==> src/rtl/fifo_ptr_pkg.sv <==
// Shared FIFO pointer-controller defaults.
// Holds the default pointer width and almost-full/almost-empty levels used by channel FIFOs.
package fifo_ptr_pkg;

    localparam int FIFO_PTR_WIDE_DEF = 3;

    // almost_full defaults to this many entries below full
    localparam int AF_MARGIN_DEF = 2;

    localparam int AE_LEVEL_DEF = 2;

    function automatic int fifo_depth(input int ptr_wide);
        return 1 << ptr_wide;
    endfunction

endpackage

==> src/rtl/fifo_ptr_cnt.sv <==
// Wrap-bit pointer register with increment and synchronous clear.
// Ports: clk_i, rst_i (async, high), clr_i, inc_i, ptr_o (W bits, MSB = wrap bit).
module fifo_ptr_cnt #(
    parameter int W = 4
) (
    input  logic         clk_i,
    input  logic         rst_i,
    input  logic         clr_i,
    input  logic         inc_i,
    output logic [W-1:0] ptr_o
);

    logic [W-1:0] ptr_q;
    logic [W-1:0] ptr_d;

    // clear has priority over increment
    always_comb begin
        ptr_d = ptr_q;
        if (clr_i) begin
            ptr_d = '0;
        end else if (inc_i) begin
            ptr_d = ptr_q + 1'b1;
        end
    end

    always_ff @(posedge clk_i or posedge rst_i) begin
        if (rst_i) begin
            ptr_q <= '0;
        end else begin
            ptr_q <= ptr_d;
        end
    end

    assign ptr_o = ptr_q;

endmodule

==> src/rtl/fifo_ptr_ctrl.sv <==
// FIFO pointer controller: RAM addresses, handshakes, occupancy and status flags.
// Ports: clk, rst, wr_en, rd_en, flush, err_clr in; wr_addr, rd_addr, wr_ack, rd_ack,
// count, full, empty, almost_full, almost_empty, overflow, underflow out.
module fifo_ptr_ctrl
    import fifo_ptr_pkg::*;
#(
    parameter int FIFO_PTR_WIDE = FIFO_PTR_WIDE_DEF,
    parameter int AF_LEVEL      = fifo_depth(FIFO_PTR_WIDE) - AF_MARGIN_DEF,
    parameter int AE_LEVEL      = AE_LEVEL_DEF
) (
    input  logic                     clk,
    input  logic                     rst,
    input  logic                     wr_en,
    input  logic                     rd_en,
    input  logic                     flush,
    input  logic                     err_clr,
    output logic [FIFO_PTR_WIDE-1:0] wr_addr,
    output logic [FIFO_PTR_WIDE-1:0] rd_addr,
    output logic                     wr_ack,
    output logic                     rd_ack,
    output logic [FIFO_PTR_WIDE:0]   count,
    output logic                     full,
    output logic                     empty,
    output logic                     almost_full,
    output logic                     almost_empty,
    output logic                     overflow,
    output logic                     underflow
);

    localparam int PW = FIFO_PTR_WIDE + 1;

    localparam logic [PW-1:0] DEPTH_L = PW'(fifo_depth(FIFO_PTR_WIDE));
    localparam logic [PW-1:0] AF_L    = PW'(AF_LEVEL);
    localparam logic [PW-1:0] AE_L    = PW'(AE_LEVEL);

    logic [PW-1:0] wr_ptr;
    logic [PW-1:0] rd_ptr;

    logic ovf_q;
    logic ovf_d;
    logic unf_q;
    logic unf_d;

    // modulo subtraction across the wrap bit yields 0..DEPTH
    assign count = wr_ptr - rd_ptr;

    assign empty        = (count == '0);
    assign full         = (count == DEPTH_L);
    assign almost_full  = (count >= AF_L);
    assign almost_empty = (count <= AE_L);

    assign wr_ack = wr_en & ~full & ~flush;
    assign rd_ack = rd_en & ~empty & ~flush;

    assign wr_addr = wr_ptr[FIFO_PTR_WIDE-1:0];
    assign rd_addr = rd_ptr[FIFO_PTR_WIDE-1:0];

    fifo_ptr_cnt #(
        .W(PW)
    ) u_wr_ptr (
        .clk_i(clk),
        .rst_i(rst),
        .clr_i(flush),
        .inc_i(wr_ack),
        .ptr_o(wr_ptr)
    );

    fifo_ptr_cnt #(
        .W(PW)
    ) u_rd_ptr (
        .clk_i(clk),
        .rst_i(rst),
        .clr_i(flush),
        .inc_i(rd_ack),
        .ptr_o(rd_ptr)
    );

    // sticky errors: a new error wins over a coincident clear
    always_comb begin
        ovf_d = (wr_en & full & ~flush) | (ovf_q & ~err_clr);
        unf_d = (rd_en & empty & ~flush) | (unf_q & ~err_clr);
    end

    always_ff @(posedge clk or posedge rst) begin
        if (rst) begin
            ovf_q <= 1'b0;
            unf_q <= 1'b0;
        end else begin
            ovf_q <= ovf_d;
            unf_q <= unf_d;
        end
    end

    assign overflow  = ovf_q;
    assign underflow = unf_q;

endmodule

==> config.mk <==
export PLATFORM = sky130hd
export DESIGN_NAME = fifo_ptr_ctrl
export DESIGN_NICKNAME = d
export VERILOG_FILES = /design/src/rtl/fifo_ptr_pkg.sv /design/src/rtl/fifo_ptr_cnt.sv /design/src/rtl/fifo_ptr_ctrl.sv
export SDC_FILE = /design/constraint.sdc
export NUM_CORES = 1
export LEC_CHECK = 0
export ABC_AREA = 1
export CAP_MARGIN = 20
export CELL_PAD_IN_SITES_DETAIL_PLACEMENT = 1
export CELL_PAD_IN_SITES_GLOBAL_PLACEMENT = 1
export CORE_MARGIN = 8
export CORE_UTILIZATION = 44
export CTS_BUF_LIST = sky130_fd_sc_hd__clkbuf_4 sky130_fd_sc_hd__clkbuf_8 sky130_fd_sc_hd__clkbuf_16
export DETAILED_ROUTE_END_ITERATION = 7
export DONT_BUFFER_PORTS = 1
export GPL_TIMING_DRIVEN = 0
export HOLD_SLACK_MARGIN = 0.02
export PLACE_DENSITY = 0.82
export SYNTH_ARGS = -nofsm -noshare
export SYNTH_HDL_FRONTEND = slang
export SYNTH_HIERARCHICAL = 1
export SYNTH_SLANG_ARGS = --single-unit
==> constraint.sdc <==
create_clock -name clk -period 5.3 [get_ports clk]
set_clock_uncertainty 0.15 [all_clocks]
set_input_delay 0.265 -clock clk [delete_from_list [all_inputs] [get_ports clk]]
set_output_delay 0.265 -clock clk [all_outputs]
set_load 0.02 [all_outputs]
==> results.ini <==
[cts]
clockBufferDepth=2
cts_hold_buf=1
cts_tree=built
cts_resized=0
cts_made_buffers=3
clk_pin_slew_ps=60
post-cts-setup-buffers=0
clockRootBuffer=clkbuf_4
clk_latency_ps=250
htree_levels=1
clock-sinks=10

[synthesis]
yosysSeqAreaShare_pct=33.4
synthArstFlopShare_pct=100
synthesis.area_um2=748
yosys.area.top_type=dfrtp_1
synth_top_area_share_pct=33.4
synthAdderAreaFrac_pct=11.0
ys.flop_type=dfrtp_1
synth_cell_types=18
syn-num-nets=119
synth.area.top_cells=dfrtp_1, nand2_1, inv_1, ha_1, nand2_2
synth-xor-area-share_pct=0
synthCells=107
synth_edf_count=0
ys_ff_latch=10
synth_compound_area_share_pct=6.52
synthMuxAreaShare_pct=0
synth_top_family_by_area=simple AND/OR/NAND/NOR gates
yosys.area_share.simple_pct=37.0
yosys_warnings=6
avgSynthCellArea_um2=6.99

[power]
p_per_area_nw_per_um2=369
p_leak_uw=0.000458
ir_worst_vdd_mv=0.175

[critical_path]
arrival_ps=2850
cp_slowest_cell=fa_1
required_ps=5290
critPathKind=register to register
worstPathBufferInverterCount=3
r2r_slack_ps=2450
path_delay_family=adder cells
worstSetupStartpointType=register
end_kind=register
crit_fanout=7
cpMostUsedCell=nand2_1
path_cells=ha_1, inv_1, fa_1, inv_1, nand2_1, nor2_4, nand2_2, nand2_1, inv_1, nand2_2, nor2_2, nand2_1, nand2_1, nor2_1
slowest_delay_ps=630

[grt]
track_usage_pct=12.3
grt_max_degree=8
grt_pass1_vias=736
grt_pass1_wl_um=3240
grt_overflow=0
grt_antenna_before_repair=0

[sta]
setup_violations=0
final_hold_viol_count=0
drv_slew=0
fmax_ghz=0.351
fin_crit_ps=2850
worst_hold_slack_ps=29.4
grt_setup_unrepaired=no
tightest_slew_ps=418
finalSetupTns_ps=0
maxSlewHeadroom_pct=71.9
period_share_pct=53.8

[route]
finalWirelength_um=1880
drtIter0Drc=6
viasPerCell=5.13
wl_per_cell_um=14.7
vias=656
drc=0
ant_nets=0
first_pass_iters=4

[placed_design]
place_congestion=0.715
port_buffers=0
hpwl_um=1610

[floorplanning]
dieWidth_um=57.2
core_um2=1670
row_count=15
die_area_um2=3280
die_y_um=57.2
ios=24
start_util_pct=44.8

[layout]
syn2layout_area_growth_pct=7.19
antenna_cells=0
fin_nets=125
drive_gt1_share_pct=17.1

[outcome]
status=complete, no violations

[worst_hold_path]
hp-class=input port to register

[run]
cap_violations=0

## final cells by class
cell class                 instances  area [um2]
fill                             236         868
multi-input combinational         73         408
sequential                        10         250
inverter                          24        90.1
clock buffer                       3        22.5
tap                               17        21.3
timing repair buffer               1        10.0
## final timing paths
path                                               start                            end  cells after the start
setup reg to reg           u_rd_ptr/ptr_o[0]$_DFFE_PP0P_  u_wr_ptr/ptr_o[3]$_DFFE_PP0P_                     14
hold reg to reg            u_rd_ptr/ptr_o[3]$_DFFE_PP0P_  u_rd_ptr/ptr_o[3]$_DFFE_PP0P_                      2
max in group asynchronous                            rst  u_rd_ptr/ptr_o[2]$_DFFE_PP0P_                      2
hold / removal                                   err_clr            underflow$_DFF_PP0_                      3
setup / recovery           u_rd_ptr/ptr_o[0]$_DFFE_PP0P_  u_wr_ptr/ptr_o[3]$_DFFE_PP0P_                     14
min in group asynchronous                            rst            underflow$_DFF_PP0_                      2
## kinds of logic after synthesis
kind of cell / count (synthesis)
flip-flops: 10
AO/OA/AOI/OAI: 9
AND/OR/NAND/NOR: 58
buffers and inverters: 24
adder cells (fa/ha/maj): 6
## per-stage QoR
stage	setup slack (ps)	utilization [%]	area, um2	std cells	total power [uW]
floorplan	2760	-	748	107	226
global placement	2540	46.1	769	124	246
detailed placement	2420	46.1	769	124	251
CTS	2400	48.0	802	128	302
global route	2260	48.0	802	128	320
finish	2450	48.0	802	128	296
## where the power goes
part           total, uW  internal [uW]  switching (uW)
Combinational        143           37.5             106
Sequential           104           83.9            20.3
Clock               48.3           26.0            22.3
Total                296            147             148
## layer usage
layer / part of all wire, % / GRT usage, % / up-vias
li1: - / - / 330
met1: 41 / 12.5 / 310
met2: 53 / 23.0 / 14
met3: 5.3 / 2.47 / 2
met4: 0.90 / 6.43 / 0
met5: 0 / 0 / -
## cells in the mapped netlist, types with 2 or more instances
library cell,count
a21oi_1,4
ha_1,5
nand3_1,6
nor2_2,2
inv_1,23
o21ai_0,3
nand2_2,8
dfrtp_1,10
nor2_1,13
nand2_1,25
## cell usage in the layout, fill, tap and decap left out, types with 2 or more instances in the layout
cell type / netlist / layout
ha_1: 5 / 5
clkbuf_4: 0 / 3
nand3_1: 6 / 6
a21oi_1: 4 / 4
nand2_2: 8 / 8
nor2_2: 2 / 2
dfrtp_1: 10 / 10
nor2_1: 13 / 13
nand2_1: 25 / 25
o21ai_0: 3 / 3
inv_1: 23 / 23
## registers in the layout, summed over array words and instances (netlist names)
| register | cells |
|---|---|
| underflow | 1 |
| u_wr_ptr/ptr_o | 4 |
| overflow | 1 |
| u_rd_ptr/ptr_o | 4 |
## worst register-to-register path: stages, from the launching register on
cell     delay, ps
dfrtp_1        550
ha_1           210
inv_1           70
fa_1           630
inv_1          110
nand2_1        120
nor2_4          60
nand2_2         70
nand2_1         60
inv_1          290
nand2_2        110
nor2_2         130
nand2_1         80
nand2_1         60
nor2_1          40
(Power assumes the default switching activity.)
